--- src/rtl/fetch_stage.sv ---
// Instruction-fetch front end: owns the PC and the IF/ID register, with stall hold,
// branch redirect/squash and halt detection.
module fetch_stage #(
  parameter logic [31:0] RESET_PC   = 32'h0000_0000,
  parameter logic [31:0] HALT_INSTR = 32'hFC00_0000
) (
  input  logic        clk,
  input  logic        rst,
  input  logic        stall,
  input  logic        branch_taken,
  input  logic [31:0] branch_target,
  output logic [31:0] imem_addr,
  input  logic [31:0] imem_data,
  output logic [31:0] pc,
  output logic [31:0] if_id_instr,
  output logic [31:0] if_id_pc_plus4,
  output logic        if_id_valid,
  output logic        halted,
  output logic [31:0] fetch_count
);

  typedef enum logic [1:0] {IDLE, RUN, HALTED} state_t;

  typedef struct packed {
    logic [31:0] instr;
    logic [31:0] pc_plus4;
    logic        valid;
  } if_id_t;

  state_t      state;
  if_id_t      if_id;
  logic [31:0] pc_plus4;
  logic [31:0] target;

  assign pc_plus4  = pc + 32'd4;
  assign target    = {branch_target[31:2], 2'b00};
  assign imem_addr = pc;

  always_ff @(posedge clk or negedge rst) begin
    if (!rst) begin
      state       <= IDLE;
      pc          <= RESET_PC;
      if_id       <= '0;
      halted      <= 1'b0;
      fetch_count <= '0;
    end else begin
      case (state)
        IDLE: begin
          if_id <= '0;
          state <= RUN;
        end
        RUN: begin
          // Redirect wins over stall: the branch is older than whatever is stalling fetch.
          if (branch_taken) begin
            pc    <= target;
            if_id <= '0;
          end else if (stall) begin
            if_id <= if_id;
          end else if (imem_data == HALT_INSTR) begin
            if_id  <= '0;
            state  <= HALTED;
            halted <= 1'b1;
          end else begin
            pc          <= pc_plus4;
            if_id       <= '{instr: imem_data, pc_plus4: pc_plus4, valid: 1'b1};
            fetch_count <= fetch_count + 32'd1;
          end
        end
        HALTED: begin
          if_id <= '0;
          if (branch_taken) begin
            pc     <= target;
            state  <= RUN;
            halted <= 1'b0;
          end
        end
        default: begin
          state <= IDLE;
          if_id <= '0;
        end
      endcase
    end
  end

  assign if_id_instr    = if_id.instr;
  assign if_id_pc_plus4 = if_id.pc_plus4;
  assign if_id_valid    = if_id.valid;

endmodule

--- config.mk ---
export PLATFORM = sky130hd
export DESIGN_NAME = fetch_stage
export DESIGN_NICKNAME = d
export VERILOG_FILES = /design/src/rtl/fetch_stage.sv
export SDC_FILE = /design/constraint.sdc
export NUM_CORES = 1
export LEC_CHECK = 0
export CAP_MARGIN = 20
export CORE_MARGIN = 5
export CORE_UTILIZATION = 46
export DETAILED_ROUTE_END_ITERATION = 8
export GPL_ROUTABILITY_DRIVEN = 0
export MAX_ROUTING_LAYER = met4
export PLACE_DENSITY = 0.81
export REMOVE_ABC_BUFFERS = 1
export SETUP_SLACK_MARGIN = 0.2
export SYNTH_ARGS = -nofsm -noshare
export SYNTH_HDL_FRONTEND = slang
export SYNTH_SLANG_ARGS = --single-unit
--- constraint.sdc ---
create_clock -name clk -period 2.3 [get_ports clk]
set_input_delay 0.46 -clock clk [delete_from_list [all_inputs] [get_ports clk]]
set_output_delay 0.46 -clock clk [all_outputs]
set_load 0.01 [all_outputs]
After elaboration in Yosys (flattened, before gate mapping)
Index checks and enable logic that the tools add are counted.
{"block": "totals", "register_bits": 132, "latch_bits": 0, "ram_bits": 0, "mem_bits_ro": 0, "in_bits": 68, "memories": 0}
{"block": "classes", "addsub": 2, "n_mul": 0, "div": 0, "magnitude_cmp": 0, "eq_ne": 9, "shifts": 0, "muxes": 19, "bitwise_logic": 3, "reduce_logical": 6}
{"op": "2-to-1 mux 65 bit", "count": 4}
{"op": "2-to-1 mux 32 bit", "count": 4}
{"op": "one-hot mux 32 bit (2 select lines)", "count": 1}
{"op": "adder 32 x 1 -> 32 bit, second input constant", "count": 1}
{"op": "adder 32 x 3 -> 32 bit, second input constant", "count": 1}
{"op": "equality test 32 bit, second input constant", "count": 1}
{"op": "AND reduction 4 bit", "count": 3}
{"op": "2-to-1 mux 2 bit", "count": 4}
{"op": "inequality test 2 bit, second input constant", "count": 4}
{"op": "inequality test 3 bit, second input constant", "count": 2}
{"op": "one-hot mux 2 bit (3 select lines)", "count": 1}
{"op": "AND reduction 5 bit", "count": 1}
{"op": "2-to-1 mux 1 bit", "count": 4}
{"op": "NOT 1 bit", "count": 3}
{"op": "equality test 2 x 1 -> 1 bit, second input constant", "count": 1}
{"op": "equality test 2 bit, second input constant", "count": 1}
{"op": "zero test 2 bit", "count": 1}
{"op": "one-hot mux 1 bit (2 select lines)", "count": 1}
{"op": "nonzero test 2 bit", "count": 1}

Longest topological paths before layout
Gate-level depths: netlist of run 1.
{"block": "depth", "word_depth": 5, "mapped_depth": 9, "ltp_nobuf": 7}

Least setup slack after synthesis of run 1
OpenSTA, ideal clock, no wires.
{"block": "synth_timing", "kind": "flip-flop to flip-flop", "startpoint": "register state[0]", "endpoint": "register pc[22] (netlist: imem_addr[22])", "setup_ns": 0.127, "arrival_ns": 1.799, "required_ns": 2.173, "setup_slack_ns": 0.375, "stages_incl_launch_ff": 9, "path_buffers": 3, "path_cell_list": "dfrtp_1 -> inv_1 -> ha_1 -> clkbuf_1 -> nor2_1 -> buf_2 -> buf_1 -> a22oi_1 -> o2bb2a_1"}
{"block": "synth_between", "elab_chain_len": 3}
{"item": "from (decl)", "line": "30", "rtl": "state_t state;"}
{"item": "from (signal assigned)", "line": "41", "rtl": "state <= IDLE;"}
{"item": "from (signal assigned)", "line": "50", "rtl": "state <= RUN;"}
{"item": "from (signal assigned)", "line": "61", "rtl": "state <= HALTED;"}
{"item": "equality test 2 x 1 -> 1 bit or equality test 2 bit (tied branches)", "line": "47", "rtl": "case (state)"}
{"item": "inequality test 3 bit (no line) (tied with other cells)"}
{"item": "AND reduction 4 bit (no line)"}
{"item": "to (signal assigned)", "line": "55", "rtl": "pc <= target;"}
{"item": "to (signal assigned)", "line": "64", "rtl": "pc <= pc_plus4;"}
{"item": "to (signal assigned)", "line": "72", "rtl": "pc <= target;"}
{"item": "to (decl)", "line": "14", "rtl": "output logic [31:0] pc,"}
Parallel ways exist; a longest one is shown, timed or not.
A chain may end at the register's enable or synchronous reset.

Final worst setup path of run 1
{"block": "layout_timing", "startpoint": "input imem_data[10]", "endpoint": "register pc[23] (netlist: imem_addr[23])"}
{"block": "layout_between", "elab_chain_len": 3}
{"item": "from (decl)", "line": "13", "rtl": "input logic [31:0] imem_data,"}
{"item": "equality test 32 bit", "line": "59", "rtl": "end else if (imem_data == HALT_INSTR) begin"}
{"item": "inequality test 3 bit (no line)"}
{"item": "AND reduction 4 bit (no line)"}
No other way between the ends.

==> summary.txt, run 1 <==
Worst hold path
  • Hold EP: if_id_instr[4]
  • Hold WC Path Type: in -> reg
  • Hold path start: imem_data[4]
  • Worst hold path depth: 2

Routing
  • Initial DRT Pass Iterations: 5
  • WL/cell: 19.50 um
  • Antenna-violating nets left: 0
  • Iteration-0 DRC Markers: approximately 550
  • DRC Markers: 0
  • Vias per cell: 5.713
  • Total number of vias: slightly above 6,000
  • Routed WL: roughly 21,000 um

Timing
  • Final hold vios: 0
  • Setup violators final: 0
  • Fmax: 0.4826 GHz
  • Clock Skews: 0.01193 ns
  • Final Max Slew Viols: 0
  • Post-route setup TNS: 0 ns
  • Worst Slack Setup Final: around 0.23 ns
  • Slew HR: 66.66%
  • RSZ-0062 raised after global routing: true
  • Pin slew with the least headroom to its limit: between 0.4 and 0.5 ns
  • Min Tclk post-route: between 2 and 2.5 ns
  • Period utilization: between 90 and 100%

Place
  • Dpl ws: -0.3333 ns
  • Placed inst area: a little over 9000 sq um
  • Port Buffers: between 200 and 250
  • DP HPWL: between 10,000 and 15,000 um

Floorplan
  • Die Span Y: around 130 um
  • Die width: around 130 um
  • Starting Density: a little under half
  • Placeable core region: about 14,000 sq um
  • Rows: 44
  • Die ar.: ~17,000 sq um
  • Boundary pin count: between 200 and 250

Synthesis
  • Post-Synth Adder-Cell Area: between 1 and 1.5%
  • Post-Synth Simple-Gate Area: roughly 17%
  • Mapped Avg Cell Area: 10.53 sq um
  • Ys Warns: 0
  • #FFs+latches synth: around 130
  • Synth Area in XOR/XNOR: 7.743%
  • Largest family of logic cells by synthesized area: compound AO/OA/AOI/OAI gates
  • Ys flop type: dfrtp_1
  • Fraction of registers with async set/reset: 100.0%
  • Mapped cell area: 6674 sq um
  • Post-Syn Instances: around 630
  • Post-synth EDFFs: 0
  • Distinct cells, synth: 64
  • Post-synthesis sequential area ratio: roughly half
  • Synth Area in Compound Gates: between 10% and 20%
  • Multiplexer area fraction after synthesis: less than 1%

Pwr
  • Peak VDD IR: between 0.5 and 0.6 mV
  • Lkg Pwr: around 4.3 nW
  • PD cells: around 1000 nW/um^2

Critical path
  • Crit. End Element: register
  • Worst flop-to-flop path startpoint: imem_addr[4]
  • CP max FO: 9
  • CP Launch Type: primary input
  • Reg-to-reg endpoint: imem_addr[29]
  • Required @ worst endpoint: roughly 2.6 ns
  • Critical path data arrival time: around 2.4 ns
  • WS Path Type: in -> reg
  • R2R Setup Slk: ~0.29 ns
  • R2r worst-path depth: 6

Clock tree
  • H-tree level count: 4
  • Root buf cell: clkbuf_16
  • Clock tree sinks: roughly 130
  • Clock transition at path regs: approximately 0.06 ns
  • Clk buf depth: 2
  • CTS Buf Count: 17
  • Worst-Skew Late Latency: about 0.43 ns
  • CTS tree: done

Layout
  • Post-layout util: ~70%
  • Post-layout net count: 942
  • Synth-to-layout area growth: 50.67%
  • Antenna Cells: 0
  • Design area: a little over 10,000 sq um
  • Layout cells sized above 1: between 10% and 20%

Global routing
  • Routing usage on met3: between 4 and 5%
  • Antenna violations before repair: 0
  • Largest net degree at the start of global routing: between 70 and 80
  • Vias in the first global route: slightly above 6,000
  • Global route hottest layer: met2
  • Grt met1 use: 29.86%
  • GRT overflow: 0
  • Grt met2 use: about two fifths
  • Gr usage total: 23.97%
  • First-pass GRT wire length: between 30,000 and 40,000 um

Run status
  • Status: completed

Flow run
  • Max-cap viol count: 0
==> per-stage QoR <==
stage                     std cells  hold slack, ns  total power (W)
after floorplan                 568          0.1644         0.004880
final                          1065          0.3164          0.01006
after global placement         1020          0.2665         0.007059
after detailed placement       1020          0.2652         0.007202
after CTS                      1053          0.3849         0.009891
after global routing           1065          0.3151          0.01053
==> cells by family after synthesis <==
family | after synthesis
flops | 129
compound gates | 160
simple gates | 199
mux | 3
buf+inv | 77
xor+xnor | 59
fa+ha+maj | 6
other cells | 1
==> critical path: stages <==
cell and delay (ns):
clkdlybuf4s50_1 0.43, nor4_2 0.28, nand4_1 0.25, o21ai_4 0.35, clkbuf_16 0.23, a22oi_1 0.08
o2bb2a_1 0.30
==> how the worst max path moves through the flow <==
| stage | depth (start not counted) | from | slack [ns] | end |
|---|---|---|---|---|
| final | 7 | imem_data[10] | 0.23 | imem_addr[23] |
| after global routing | 7 | imem_addr[3] | 0.19 | imem_addr[24] |
| after CTS | 6 | imem_addr[2] | 0.18 | imem_addr[18] |
| after detailed placement | 7 | imem_data[16] | -0.33 | imem_addr[17] |
| after global placement | 7 | imem_data[0] | -0.26 | imem_addr[17] |
| after floorplan | 5 | state[0] | -0.87 | imem_addr[26] |
==> layout by cell type, fill, tap and decap left out, drive strengths merged, types with 5 or more instances in the layout <==
cell type        n
a22oi           18
clkinv           5
xor2            28
clkdlybuf4s50  207
nand3           30
a21oi           11
nand2           69
o22ai           13
dlymetal6s2s    15
o21ai           39
o2bb2a          10
a22o            38
inv              8
nor2            29
dfrtp          129
nand4           18
clkbuf          26
o22a             6
buf             55
nor3            11
and3            11
ha               6
xnor2           31
nor4            14
==> sequential cells by signal, indices dropped and copies added, names as in the netlist <==
register and cells:
fetch_count 32, if_id_instr 32, if_id_pc_plus4 31, imem_addr 30
state 2, halted 1, if_id_valid 1
==> cells in the mapped netlist, types with 13 or more instances <==
library cell | number | area [sq um]
a22oi_1 | 17 | 127.6
nand3_1 | 29 | 145.1
a22o_1 | 38 | 332.8
buf_4 | 37 | 277.8
nand4_1 | 15 | 93.84
o21ai_0 | 33 | 165.2
xor2_1 | 28 | 245.2
nor2_1 | 29 | 108.9
o22ai_1 | 13 | 81.33
clkbuf_1 | 18 | 67.56
nand2_1 | 68 | 255.2
xnor2_1 | 31 | 271.5
dfrtp_1 | 129 | 3228
==> layout make-up <==
type                       count  area (sq um)
sequential                   129          3232
multi-input combinational    431          3139
clock inverter                 9         107.6
clock buffer                  23         467.9
tap                          184         230.2
timing repair buffer         281          2849
inverter                       8         30.03
fill                        1006          4313
==> power by group <==
| part | total, W | switching, W | internal [W] |
|---|---|---|---|
| combinational | 0.00399 | 0.00177 | 0.00222 |
| clock | 0.00264 | 0.000989 | 0.00165 |
| sequential | 0.00343 | 0.000703 | 0.00273 |
| total | 0.0101 | 0.00346 | 0.00660 |
==> what timing repair did <==
action                                 4_1_cts  5_1_grt
setup buffers                                0        9
endpoints found under the hold margin        5        0
setup endpoints to repair                   30       72
gates cloned                                 0        3
pin swaps                                    0       11
hold buffers                                 1        0
resized for setup                            5       34
==> metal layers <==
metal	part of all wire [%]	wire, um
met1	40	8290
met2	51	10530
met3	6.5	1357
met4	2.9	593
met5	0	0
Power figures use the tool's default switching activity.
==> run 2: changes to the inputs <==
ABC_AREA = 1   (was default)
CORE_UTILIZATION = 48   (was 46)
PLACE_DENSITY = 0.82   (was 0.81)
==> summary.txt, run 2 <==
Run status
  • Status: completed

Floorplan
  • Rows: 45 (+2.3%)
  • Starting Density: 48.98% (+2.5 points)
  • Boundary pin count: 230 (unchanged)
  • Die Span Y: 134.6 um (+3.1%)
  • Placeable core region: 15,200 sq um (+5.8%)
  • Die ar.: 18,100 sq um (+6.4%)
  • Die width: 134.6 um (+3.1%)

Pwr
  • Peak VDD IR: 0.5676 mV (-0.56%)
  • Gate power share: 34.2% (-5.5 points)
  • Proportion of power drawn by the clock network: 30.6% (+4.4 points)
  • Sw frac: 33.65% (-0.76 points)
  • Lkg Pwr: 4.871 nW (+12%)
  • Int Power: 0.006141 W (-6.9%)
  • Sw Pwr: 0.003114 W (-10%)
  • Design Power: 0.009255 W (-8.0%)
  • Reg power frac: 35.2% (+1.1 points)
  • PD cells: 895.1 nW/um^2 (-11%)

Synthesis
  • Post-Synth Adder-Cell Area: 1.008% (-0.12 points)
  • Largest area contributor in the netlist: dfrtp_1
  • Distinct cells, synth: 29 (-55%)
  • Ys Warns: 0 (unchanged)
  • Top-count cell post-synth: nand2_1
  • Post-Syn Instances: 1,075 (+70%)
  • Mapped cell area: 7446 sq um (+12%)
  • Post-synthesis sequential area ratio: 43.35% (-5.0 points)
  • Post-synth top area share: 43.35% (-5.0 points)
  • Post-synth EDFFs: 0 (unchanged)
  • Synth Area in Compound Gates: 3.949% (-15 points)
  • Multiplexer area fraction after synthesis: 0.1344% (-0.33 points)
  • Ys flop type: dfrtp_1
  • Mapped Avg Cell Area: 6.926 sq um (-34%)
  • #FFs+latches synth: 129 (unchanged)
  • Synth Area in XOR/XNOR: 3.058% (-4.7 points)
  • Post-Synth Simple-Gate Area: 40.19% (+23 points)
  • Largest family of logic cells by synthesized area: simple AND/OR/NAND/NOR gates
  • Synth top cells by count: nand2_1 (522), dfrtp_1 (129), nor2_1 (116)
  • Synth top area cells: dfrtp_1 (43%), nand2_1 (26%), nor2_1 (5.8%)
  • Fraction of registers with async set/reset: 100.0% (unchanged)

Global routing
  • Vias in the first global route: 7,335 (+20%)
  • Largest net degree at the start of global routing: 68 (-13%)
  • Antenna violations before repair: 0 (unchanged)
  • Gr usage total: 25.37% (+1.4 points)
  • GRT overflow: 0 (unchanged)
  • First-pass GRT wire length: 35,860 um (+15%)

Critical path
  • Worst flop-to-flop path startpoint: imem_addr[3]
  • CP Launch Type: register
  • R2r worst-path depth: 11 (+5)
  • Worst setup endpoint: imem_addr[24]
  • CP startpoint: imem_addr[24]
  • Critical path data arrival time: 1.53 ns (-0.85 ns)
  • Crit. End Element: output pin
  • Reg-to-reg endpoint: imem_addr[14]
  • CP max FO: 7 (-2)
  • WS Path Type: reg -> out
  • Required @ worst endpoint: 1.84 ns (-0.77 ns)
  • Family with the most delay on the worst path: buffers and inverters
  • R2R Setup Slk: 0.39 ns (+0.10 ns)
  • Worst path bufs/invs: 1 (-1)
  • Crit path depth: 1 (-6)
  • Worst-path cell chain: clkdlybuf4s50_1
  • Worst path max stage delay: 0.61 ns (+0.18 ns)
  • Crit-path slowest cell: clkdlybuf4s50_1

Clock tree
  • H-tree level count: 4 (unchanged)
  • CTS Buf Count: 17 (unchanged)
  • Clock tree sinks: 129 (unchanged)
  • Clock transition at path regs: 0.06 ns (about the same)
  • CTS tree: done
  • Worst-Skew Late Latency: 0.41 ns (-0.02 ns)
  • Clk buf depth: 2 (unchanged)
  • Root buf cell: clkbuf_16

Routing
  • Met3 Routed Length: 1356 um (about the same)
  • Total number of vias: 7,446 (+22%)
  • Antenna-violating nets left: 0 (unchanged)
  • DRC Markers: 0 (unchanged)
  • Routed WL: 21,800 um (+5.0%)
  • Met1 Wirelength: 9269 um (+12%)
  • Vias per cell: 5.065 (-11%)
  • WL/cell: 14.83 um (-24%)
  • Iteration-0 DRC Markers: 452 (-17%)
  • Met2 Wirelength: 10,620 um (+0.90%)
  • Max Used Layer: met4
  • Initial DRT Pass Iterations: 5 (unchanged)

Layout
  • Design area: 10,340 sq um (+2.8%)
  • Layout cells sized above 1: 5.772% (-9.8 points)
  • Most frequent cells in the layout: nand2_1 (522), clkdlybuf4s50_1 (222), dfrtp_1 (129), nor2_1 (113), nand3_1 (53)
  • Post-layout net count: 1,343 (+43%)
  • Layout fillers: 1,296 (+29%)
  • Antenna Cells: 0 (unchanged)
  • Synth-to-layout area growth: 38.87%
  • Final cell count without fillers: 1,470 (+38%)
  • Most common cell after layout, fill and taps aside: nand2_1

Timing
  • Setup violators final: 0 (unchanged)
  • Period utilization: 86.35% (-3.8 points)
  • Min Tclk post-route: 1.986 ns (-0.08634 ns)
  • Final hold vios: 0 (unchanged)
  • Clock Skews: 0.006883 ns (-0.005048 ns)
  • Final Max Slew Viols: 0 (unchanged)
  • Fmax: 0.5035 GHz (+4.3%)
  • RSZ-0062 raised after global routing: false

Place
  • DP HPWL: 15,790 um (+9.7%)
  • Placed inst area: 9702 sq um (+5.8%)
  • Port Buffers: 223 (unchanged)
  • Inst Count DP: 1,437 (+41%)

Worst hold path
  • Hold WC Path Type: reg -> reg

Flow run
  • Max-cap viol count: 0 (unchanged)
-- run 2: cell types whose count changed in the layout (fill, tap and decap cells not counted), moves of 10 or more --
cell / delta
nand2_1: +454
nor2_1: +88
inv_1: +44
buf_4: -42
a22o_1: -38
nand3_1: +25
a22oi_1: -17
xnor2_1: -17
xor2_1: -16
clkdlybuf4s50_1: +15
dlymetal6s2s_1: -15
o22ai_1: -13
or2_2: +12
o21ai_0: +10
-- run 2: layer usage --
layer / track usage, % / vias up
met5: - / -
met4: 8.032 / 0
met3: 5.328 / 40
met2: 42.15 / 282
met1: 31.20 / 3437
li1: - / 3687
-- run 2: kinds of logic after synthesis --
family / count (synthesis)
other: 1
buffers and inverters: 120
muxes: 1
and+or+nand+nor: 737
xor gates and xnor gates: 26
adders and majority gates: 6
AOI/OAI and AO/OA: 55
DFF: 129
-- run 2: worst min-delay path by stage --
stage,start,endpoint,slack [ns],depth (start not counted)
2_1_floorplan,rst,fetch_count[0],0.16,0
3_3_place_gp,rst,fetch_count[5],0.41,1
3_5_place_dp,rst,fetch_count[5],0.40,1
4_1_cts,halted,halted,0.48,2
5_1_grt,if_id_pc_plus4[11],if_id_pc_plus4[11],0.50,2
6_report,if_id_instr[25],if_id_instr[25],0.47,2
-- run 2: area by class of cell --
cell class	count	area (sq um)	share of cell area, %
Clock buffer	23	467.9	4.526
Multi-Input combinational cell	829	3622	35.03
Inverter	56	210.2	2.033
Timing Repair Buffer	236	2421	23.41
Sequential cell	129	3228	31.22
Clock inverter	9	155.1	1.500
Tap cell	188	235.2	2.275
-- run 2: what timing repair did --
item | 4_1_cts | 5_1_grt
setup buffers | 0 | 0
hold buffers | 1 | 0
gates resized for setup | 0 | 2
hold endpoints to repair | 38 | 0
endpoints found under the setup margin | 0 | 4
-- run 2: stage by stage --
stage                     util, %  worst slack [ns]  setup TNS, ns  hold WS (ns)
after floorplan                 -           -0.3041         -18.46        0.1644
after global placement      63.82            0.1064              0        0.4056
after detailed placement    63.82           0.07531              0        0.4035
after CTS                   67.98            0.2169              0        0.4780
after global routing        68.02            0.2293              0        0.4957
final                       68.02            0.3140              0        0.4733
-- run 2: power groups by stage --
stage	logic [W]	registers, W	clock network, W
6_report	0.00317	0.00325	0.00283
2_1_floorplan	0.00112	0.00341	0
3_3_place_gp	0.00312	0.00325	0
4_1_cts	0.00320	0.00324	0.00288
3_5_place_dp	0.00317	0.00327	0
5_1_grt	0.00348	0.00332	0.00300
